`config.mk`:
```
export PLATFORM = sky130hd
export DESIGN_NAME = bp_be_instr_predecode
export DESIGN_NICKNAME = d
export VERILOG_FILES = /design/src/rtl/bp_be_predecode_pkg.sv /design/src/rtl/bp_be_imm_gen.sv /design/src/rtl/bp_be_instr_predecode.sv
export SDC_FILE = /design/constraint.sdc
export NUM_CORES = 1
export LEC_CHECK = 0
export ABC_CLOCK_PERIOD_IN_PS = 22300
export CAP_MARGIN = 20
export CORE_UTILIZATION = 55
export CTS_BUF_LIST = sky130_fd_sc_hd__clkbuf_2 sky130_fd_sc_hd__clkbuf_4 sky130_fd_sc_hd__clkbuf_8
export DETAILED_ROUTE_END_ITERATION = 12
export GPL_TIMING_DRIVEN = 0
export PLACE_DENSITY_LB_ADDON = 0.05
export SYNTH_ARGS = -nofsm -noshare
export SYNTH_HDL_FRONTEND = slang
export SYNTH_SLANG_ARGS = --single-unit
```
`constraint.sdc`:
```
create_clock -name clk_i -period 22.3 [get_ports clk_i]
set_input_delay 2.23 -clock clk_i [delete_from_list [all_inputs] [get_ports clk_i]]
set_output_delay 2.23 -clock clk_i [all_outputs]
set_load 0.005 [all_outputs]
```
`src/rtl/bp_be_predecode_pkg.sv`:
```
// Shared types for the BE instruction predecoder: RV64I opcodes, the format
// enum and the decoded-record layout that is carried into the issue queue.
package bp_be_predecode_pkg;

  localparam logic [6:0] RV64_LOAD_OP      = 7'b0000011;
  localparam logic [6:0] RV64_MISC_MEM_OP  = 7'b0001111;
  localparam logic [6:0] RV64_OP_IMM_OP    = 7'b0010011;
  localparam logic [6:0] RV64_AUIPC_OP     = 7'b0010111;
  localparam logic [6:0] RV64_OP_IMM_32_OP = 7'b0011011;
  localparam logic [6:0] RV64_STORE_OP     = 7'b0100011;
  localparam logic [6:0] RV64_OP_OP        = 7'b0110011;
  localparam logic [6:0] RV64_LUI_OP       = 7'b0110111;
  localparam logic [6:0] RV64_OP_32_OP     = 7'b0111011;
  localparam logic [6:0] RV64_BRANCH_OP    = 7'b1100011;
  localparam logic [6:0] RV64_JALR_OP      = 7'b1100111;
  localparam logic [6:0] RV64_JAL_OP       = 7'b1101111;
  localparam logic [6:0] RV64_SYSTEM_OP    = 7'b1110011;

  localparam int vaddr_width_gp = 39;

  typedef enum logic [2:0] {
    e_fmt_r       = 3'd0,
    e_fmt_i       = 3'd1,
    e_fmt_s       = 3'd2,
    e_fmt_b       = 3'd3,
    e_fmt_u       = 3'd4,
    e_fmt_j       = 3'd5,
    e_fmt_illegal = 3'd6
  } bp_be_fmt_e;

  typedef struct packed {
    logic [6:0] funct7;
    logic [4:0] rs2;
    logic [4:0] rs1;
    logic [2:0] funct3;
    logic [4:0] rd;
    logic [6:0] opcode;
  } rv64_instr_s;

  typedef struct packed {
    logic [vaddr_width_gp-1:0] pc;
    bp_be_fmt_e                fmt;
    logic [6:0]                opcode;
    logic [4:0]                rd;
    logic [4:0]                rs1;
    logic [4:0]                rs2;
    logic [2:0]                funct3;
    logic [6:0]                funct7;
    logic [63:0]               imm;
    logic                      rs1_v;
    logic                      rs2_v;
    logic                      rd_v;
    logic                      illegal;
  } bp_be_predecode_s;

  localparam int bp_be_predecode_width_lp = $bits(bp_be_predecode_s);

endpackage

```
`src/rtl/bp_be_imm_gen.sv`:
```
// Combinational format classifier and sign-extended 64-bit immediate builder
// for one raw RV64I instruction word.
module bp_be_imm_gen
  import bp_be_predecode_pkg::*;
(
  input  logic [31:0] instr_i,
  output bp_be_fmt_e  fmt_o,
  output logic [63:0] imm_o
);

  bp_be_fmt_e fmt;

  always_comb begin
    fmt = e_fmt_illegal;
    // The low two opcode bits must be 2'b11, so matching the full 7 bits also
    // rejects compressed-style encodings.
    case (instr_i[6:0])
      RV64_LOAD_OP, RV64_OP_IMM_OP, RV64_OP_IMM_32_OP,
      RV64_JALR_OP, RV64_SYSTEM_OP, RV64_MISC_MEM_OP: fmt = e_fmt_i;
      RV64_STORE_OP:                                  fmt = e_fmt_s;
      RV64_OP_OP, RV64_OP_32_OP:                      fmt = e_fmt_r;
      RV64_LUI_OP, RV64_AUIPC_OP:                     fmt = e_fmt_u;
      RV64_BRANCH_OP:                                 fmt = e_fmt_b;
      RV64_JAL_OP:                                    fmt = e_fmt_j;
      default:                                        fmt = e_fmt_illegal;
    endcase
  end

  always_comb begin
    imm_o = '0;
    case (fmt)
      e_fmt_i: imm_o = {{52{instr_i[31]}}, instr_i[31:20]};
      e_fmt_s: imm_o = {{52{instr_i[31]}}, instr_i[31:25], instr_i[11:7]};
      e_fmt_b: imm_o = {{52{instr_i[31]}}, instr_i[7], instr_i[30:25], instr_i[11:8], 1'b0};
      e_fmt_u: imm_o = {{32{instr_i[31]}}, instr_i[31:12], 12'b0};
      e_fmt_j: imm_o = {{44{instr_i[31]}}, instr_i[19:12], instr_i[20], instr_i[30:21], 1'b0};
      default: imm_o = '0;
    endcase
  end

  assign fmt_o = fmt;

endmodule

```
`src/rtl/bp_be_instr_predecode.sv`:
```
// Predecodes raw RV64I words on the input side and buffers the decoded records
// in a small queue for issue. Define BP_BE_PREDECODE_STATS_EN for per-class counters.
module bp_be_instr_predecode
  import bp_be_predecode_pkg::*;
#(
  parameter int vaddr_width_p = vaddr_width_gp,
  parameter int els_p         = 2
) (
  input  logic                                clk_i,
  input  logic                                reset_i,
  input  logic                                flush_i,
  input  logic [31:0]                         instr_i,
  input  logic [vaddr_width_p-1:0]            pc_i,
  input  logic                                v_i,
  output logic                                ready_o,
  output logic [bp_be_predecode_width_lp-1:0] decode_o,
  output logic                                v_o,
  input  logic                                yumi_i
`ifdef BP_BE_PREDECODE_STATS_EN
  ,
  output logic [4*32-1:0]                     stat_o
`endif
);

  localparam int ptr_w_lp = $clog2(els_p);
  typedef logic [ptr_w_lp:0] ptr_t;

  rv64_instr_s      instr_li;
  bp_be_fmt_e       fmt_li;
  logic [63:0]      imm_li;
  bp_be_predecode_s rec_li;

  assign instr_li = instr_i;

  bp_be_imm_gen imm_gen (
    .instr_i (instr_i),
    .fmt_o   (fmt_li),
    .imm_o   (imm_li)
  );

  always_comb begin
    rec_li         = '0;
    rec_li.pc      = vaddr_width_gp'(pc_i);
    rec_li.fmt     = fmt_li;
    rec_li.opcode  = instr_li.opcode;
    rec_li.rd      = instr_li.rd;
    rec_li.rs1     = instr_li.rs1;
    rec_li.rs2     = instr_li.rs2;
    rec_li.funct3  = instr_li.funct3;
    rec_li.funct7  = instr_li.funct7;
    rec_li.imm     = imm_li;
    rec_li.illegal = (fmt_li == e_fmt_illegal);
    rec_li.rs1_v   = (fmt_li == e_fmt_r) || (fmt_li == e_fmt_i)
                  || (fmt_li == e_fmt_s) || (fmt_li == e_fmt_b);
    rec_li.rs2_v   = (fmt_li == e_fmt_r) || (fmt_li == e_fmt_s) || (fmt_li == e_fmt_b);
    rec_li.rd_v    = ((fmt_li == e_fmt_r) || (fmt_li == e_fmt_i)
                  || (fmt_li == e_fmt_u) || (fmt_li == e_fmt_j)) && (instr_li.rd != 5'd0);
  end

  ptr_t             wptr_q, wptr_d, rptr_q, rptr_d;
  bp_be_predecode_s mem_q [els_p];
  bp_be_predecode_s mem_d [els_p];
  logic             full, empty, enq, deq;

  // The extra MSB on each pointer separates full (MSBs differ) from empty.
  assign empty = (wptr_q == rptr_q);
  assign full  = (wptr_q[ptr_w_lp] != rptr_q[ptr_w_lp])
              && (wptr_q[ptr_w_lp-1:0] == rptr_q[ptr_w_lp-1:0]);

  assign ready_o  = ~full & ~reset_i;
  assign v_o      = ~empty;
  assign enq      = v_i & ready_o & ~flush_i;
  assign deq      = yumi_i & ~empty & ~flush_i;
  assign decode_o = mem_q[rptr_q[ptr_w_lp-1:0]];

  always_comb begin
    wptr_d = wptr_q;
    rptr_d = rptr_q;
    if (flush_i) begin
      wptr_d = '0;
      rptr_d = '0;
    end else begin
      if (enq) wptr_d = wptr_q + ptr_t'(1);
      if (deq) rptr_d = rptr_q + ptr_t'(1);
    end
  end

  always_comb begin
    mem_d = mem_q;
    if (enq) mem_d[wptr_q[ptr_w_lp-1:0]] = rec_li;
  end

  always_ff @(posedge clk_i) begin
    if (reset_i) begin
      wptr_q <= '0;
      rptr_q <= '0;
    end else begin
      wptr_q <= wptr_d;
      rptr_q <= rptr_d;
    end
  end

  // Queue storage holds data only and is never reset.
  always_ff @(posedge clk_i) begin
    mem_q <= mem_d;
  end

`ifdef BP_BE_PREDECODE_STATS_EN
  logic [3:0][31:0] stat_q, stat_d;
  logic [1:0]       cls;

  always_comb begin
    case (fmt_li)
      e_fmt_r, e_fmt_i: cls = 2'd0;
      e_fmt_s, e_fmt_b: cls = 2'd1;
      e_fmt_u, e_fmt_j: cls = 2'd2;
      default:          cls = 2'd3;
    endcase
    stat_d = stat_q;
    if (enq && (stat_q[cls] != 32'hFFFF_FFFF)) stat_d[cls] = stat_q[cls] + 32'd1;
  end

  always_ff @(posedge clk_i) begin
    if (reset_i) stat_q <= '0;
    else         stat_q <= stat_d;
  end

  assign stat_o = stat_q;
`endif

endmodule

```
**After elaboration in Yosys (flattened, before gate mapping)**

Cells that the tools add are included.

- Word-level logic and storage cells: 90
- Register bits: 288
- Input bits: 76
- Output and inout bits: 144

- $add $sub $neg: 2
- Bitwise gates (word level): 11
- Order comparisons: 3
- Reductions and logical operators: 16
- Equal/unequal tests: 22
- Multiplexer cells: 8

Operator list:

| kind | count |
|---|---|
| $mux W142 | 4 |
| $pmux W64 S5 | 1 |
| $bwmux W284 | 1 |
| $demux W142 S1 | 1 |
| $eq A7 B6 Y1 const B | 4 |
| $eq A7 B7 Y1 const B | 4 |
| $eq A7 B5 Y1 const B | 3 |
| $pmux W3 S6 | 1 |
| $eq A3 B3 Y1 const B | 3 |
| $eq A7 B2 Y1 const B | 1 |
| $eq A7 B4 Y1 const B | 1 |
| $logic_or A1 B1 Y1 | 7 |
| $eq A3 B2 Y1 const B | 2 |
| $reduce_or A2 Y1 | 3 |
| $reduce_or A6 Y1 | 1 |
| $and A1 B1 Y1 | 5 |
| $reduce_bool A5 Y1 | 1 |
| $add A2 B1 Y2 const B | 2 |
| $ge A2 B2 Y1 const B | 2 |
| $not A1 Y1 | 4 |
| $not A1 Y2 | 2 |
| $eq A3 B1 Y1 const B | 1 |
| $logic_and A1 B1 Y1 | 3 |
| $logic_not A3 Y1 | 1 |
| 4 further kinds | 4 |

**Depth between registers and ports, before layout**

- Word-level depth: 9
- Gate-level depth with buffers: 6
- Gate-level depth less buffers: 4

**By module**

A second synthesis with hierarchy kept.

- Cells, all modules: 607
- Area, all modules: 11432.2 sq um

Modules (own cells, without submodules):

| module | cells an instance | times used | sequential area each (sq um) | area each (sq um) |
|---|---|---|---|---|
| bp_be_instr_predecode | 479 | 1 | 8608.3 | 10566.4 |
| bp_be_imm_gen | 128 | 1 | 0.0 | 865.8 |

**Least setup slack after synthesis**

Ideal clock, no wire load.

- Path kind: input to register
- Start: in flush_i
- End: reg mem_q[142] (netlist bit), enable pin
- Setup slack: 7.569 ns
- Required time: 21.412 ns
- Library setup time: 0.888 ns
- Buffers on the path: 1
- Cell stages on the path: 3
- Data arrival time: 13.843 ns
- Path through: or2_0 > clkbuf_1 > nor4b_1

- Word-level cells in the longest chain between the ends: 2

RTL lines:

| element | line | source |
|---|---|---|
| start: declaration | bp_be_instr_predecode.sv:11 | `input logic flush_i,` |
| $not A1 Y1 | bp_be_instr_predecode.sv:72 | `assign enq = v_i & ready_o & ~flush_i;` |
| $and A1 B1 Y1 | bp_be_instr_predecode.sv:72 |  |
| end signal: assignment | bp_be_instr_predecode.sv:105 | `mem_q <= mem_d;` |
| end: declaration | bp_be_instr_predecode.sv:61 | `bp_be_predecode_s mem_q [els_p];` |

No other way between the ends.
A chain may end at the register's enable or synchronous reset.

**Worst setup path in the final report**

- Start: in reset_i
- End: out ready_o

- Word-level cells in the longest chain between the ends: 2

RTL lines:

| element | line | source |
|---|---|---|
| start: declaration | bp_be_instr_predecode.sv:10 | `input logic reset_i,` |
| $not A1 Y1 | bp_be_instr_predecode.sv:70 | `assign ready_o = ~full & ~reset_i;` |
| $and A1 B1 Y1 | bp_be_instr_predecode.sv:70 |  |
| end: declaration | bp_be_instr_predecode.sv:15 | `output logic ready_o,` |

No other way between the ends.

==> implementation parameters <==
Parameter                              Value

Clock network
  Number of resized instances in the post-cts repair step ... 0
  Post-CTS Hold Buffers ... 0
  TritonCTS Sinks ... 224
  H-tree level count ... 2
  # Post-CTS Setup Buffers ... 0
  Number of buffers on the longest clock path ... 3
  CTS tree ... done
  Cts bufs inserted ... 36
  Clk Latency, worst-skew pair ... 0.52 ns
  Root cell of the clock tree ... sky130_fd_sc_hd__clkbuf_8
  Clock slew at reported path FFs ... 0.06 ns

GRT
  Met2 capacity usage during global routing ... 0.402
  All-Layer GR Usage ... 0.227
  GR Overflow Total ... 0
  Via count of the first global-routing pass ... 5484
  Global Route met3 Usage ... 0.0676
  Antenna violations before repair ... 0
  GR Layer Usage met1 ... 0.258
  Maximum number of pins on one net before global-route repair ... 34
  GRT busiest layer ... met2
  First-pass GRT wire length ... 28.6 mm

Timing
  Maximum clock skew at final layout ... 0.0202 ns
  Count of final setup violators ... 0
  Final slew viol count ... 0
  Max Clock Freq ... 181 MHz
  Final Cycle Share ... 0.247
  Transition time of the tightest slew-check pin ... 1.01 ns
  Final setup TNS ... 0 ns
  Setup repair after global routing missed its margin ... no
  Clock period minus worst slack ... 5.52 ns
  Total count of hold-check failures in the final report ... 0
  Worst slew margin relative to its limit ... 0.327

Layout
  Net count of the finished layout ... 872
  Growth of design area from synthesis to finish ... 37.5%
  Antenna Cells ... 0
  Layout Utilization ... 0.784
  Share of post-route cells with drive strength above 1 ... 0.317

Outcome
  Outcome ... complete, no violations

Synthesis
  Mux contribution to synthesized area ... 0.135
  Count of flip-flops with a built-in enable after synthesis ... 220
  Synthesized netlist net count ... 593
  Post-synth top area share ... 0.722
  Gate Count Post-Synth ... 517
  Share of synthesized area occupied by flip-flops and latches ... 0.731
  Combinational family with the most area after synthesis ... multiplexers
  Largest cells by area after synthesis ... sky130_fd_sc_hd__edfxtp_1, sky130_fd_sc_hd__mux2_2, sky130_fd_sc_hd__buf_4
  Top flip-flop cell by instance count after synthesis ... sky130_fd_sc_hd__edfxtp_1
  Cell area after technology mapping ... 9150 um2
  Avg Cell Area, Syn ... 17.7 um2
  Largest area contributor in the synthesized netlist ... sky130_fd_sc_hd__edfxtp_1
  Xor and xnor area share after synthesis ... 0.00574
  Arithmetic-cell share of the synthesized area counting full adders, half adders and majority gates ... 0
  #FFs+latches synth ... 224
  Simple-gate share of the synthesized area ... 0.0442
  Distinct cells, synth ... 49
  Share of synthesized registers carrying an async set or reset ... 0
  Complex-gate fraction of the synthesized area ... 0.0421
  Total of warnings raised by yosys ... 0

Job
  Reported max-cap violation count ... 0

Die
  Initial Util ... 0.570
  Die width ... 131 um
  Floorplan die height ... 131 um
  Area of the core ... 16100 um2
  Total I/O pin count ... 220
  Number of rows created at floorplan ... 46
  Area of the die ... 17200 um2

Power
  Maximum vdd drop ... 0.0588 mV
  Static leakage ... 4.47 nW
  Power Density ... 70.4 nW/um2
  Power after layout ... 887 uW

Place
  GPL Wtd Cong ... 0.799
  Detailed placement HPWL ... 14.0 mm
  Count of port buffers added during placement ... 219

Setup path
  Highest net fanout along the worst path ... 2
  CP Launch Type ... primary input
  Path type of the worst setup path ... in2out
  Critical path arrival ... 3.29 ns
  Worst setup EP type ... primary output
  CP required ... 20.07 ns

Routing
  Drt initial violations ... 255
  Routed length per placed instance ... 18.9 um
  DRC errors left ... 0
  Wire length reported by the detailed router ... 19.6 mm
  DR pass1 iterations ... 4
  Via density ... 5.16
  Total number of vias ... 5354
  Remaining number of nets flagged by the antenna check after routing ... 0

Min path
  Worst hold-check path type ... reg2reg
where the power goes:
group          internal [mW]  switching (mW)
combinational         0.0464          0.0298
clock                  0.187           0.151
sequential             0.471         0.00161
worst max-delay path: stages:
cell,delay (ns)
sky130_fd_sc_hd__clkdlybuf4s50_1,0.42
sky130_fd_sc_hd__a21oi_1,0.12
sky130_fd_sc_hd__clkdlybuf4s50_1,0.52
Yosys cell counts (2+ instances only):
library cell                count
sky130_fd_sc_hd__mux2_2       110
sky130_fd_sc_hd__buf_4         37
sky130_fd_sc_hd__and2_1         7
sky130_fd_sc_hd__inv_1          2
sky130_fd_sc_hd__a22o_1         4
sky130_fd_sc_hd__dfxtp_1        4
sky130_fd_sc_hd__nor2b_1        3
sky130_fd_sc_hd__nor3_1         3
sky130_fd_sc_hd__buf_2         14
sky130_fd_sc_hd__o21a_1         2
sky130_fd_sc_hd__nor4_1         2
sky130_fd_sc_hd__a21o_1        13
sky130_fd_sc_hd__xor2_1         4
sky130_fd_sc_hd__nand2_1       16
sky130_fd_sc_hd__o21ai_0        5
sky130_fd_sc_hd__a21oi_2        3
sky130_fd_sc_hd__nand3_1       10
sky130_fd_sc_hd__clkbuf_1       2
sky130_fd_sc_hd__nor3b_2        2
sky130_fd_sc_hd__nor4b_1        2
sky130_fd_sc_hd__buf_6          2
sky130_fd_sc_hd__or2_2          3
sky130_fd_sc_hd__nor2_1        13
sky130_fd_sc_hd__edfxtp_1     220
sky130_fd_sc_hd__a21oi_1        7
sky130_fd_sc_hd__o2111ai_1      2
sky130_fd_sc_hd__a211oi_2       2
sky130_fd_sc_hd__xnor2_1        2
sequential cells by signal, indices dropped and copies added, names as in the netlist:
register / flops
rptr_q: 2
mem_q: 220
wptr_q: 2
path summary, 6_finish.rpt:
kind | startpoint | endpoint | slack, ns | depth (start not counted)
hold / removal | rptr_q[1] | rptr_q[1] | 0.56 | 2
hold reg to reg | rptr_q[1] | rptr_q[1] | 0.56 | 2
setup / recovery | reset_i | ready_o | 16.78 | 3
setup reg to reg | rptr_q[0] | mem_q[172] | 19.15 | 9
metal layers:
layer  vias up  routed length, um
met1      2623               7460
li1       2531                  -
met2       173              10200
met4         0                325
met5         -                  0
met3        27               1610
final cells by class:
type,count,area [um2]
clock inverters,13,86.3
plain buffers,55,378
multi-input cells,236,2090
flip-flops and latches,224,6690
repair buffers,241,2460
fillers,908,3470
inverters,2,7.51
clock buffers,50,607
well taps,216,270
placed cells by master (no fill, tap or decap), types with 4 or more instances in the layout:
cell type and count:
sky130_fd_sc_hd__a21o_1 13, sky130_fd_sc_hd__a21oi_1 7, sky130_fd_sc_hd__a22o_1 4, sky130_fd_sc_hd__and2_1 7
sky130_fd_sc_hd__buf_2 14, sky130_fd_sc_hd__buf_4 50, sky130_fd_sc_hd__buf_8 5, sky130_fd_sc_hd__clkbuf_4 13
sky130_fd_sc_hd__clkbuf_8 37, sky130_fd_sc_hd__clkdlybuf4s50_1 219, sky130_fd_sc_hd__clkinv_1 7, sky130_fd_sc_hd__dfxtp_1 4
sky130_fd_sc_hd__edfxtp_1 220, sky130_fd_sc_hd__mux2_2 110, sky130_fd_sc_hd__nand2_1 16, sky130_fd_sc_hd__nand3_1 10
sky130_fd_sc_hd__nor2_1 13, sky130_fd_sc_hd__o21ai_0 5, sky130_fd_sc_hd__xor2_1 4
logic make-up after synthesis:
family	Yosys count
DFF	224
AOI/OAI and AO/OA	48
xor gates and xnor gates	6
muxes	110
buffers and inverters	57
and+or+nand+nor	72
through the flow:
stage / instance area [um2] / worst slack (ns) / hold slack, ns / std cells
final: 12600 / 16.78 / 0.563 / 1037
after global routing: 12600 / 16.72 / 0.586 / 1037
after global placement: 11600 / 1.43 / 0.518 / 952
after CTS: 12600 / 16.77 / 0.570 / 1037
after detailed placement: 11900 / 16.78 / 0.557 / 974
after floorplan: 9150 / 7.57 / 0.498 / 517
(Power assumes the default switching activity.)
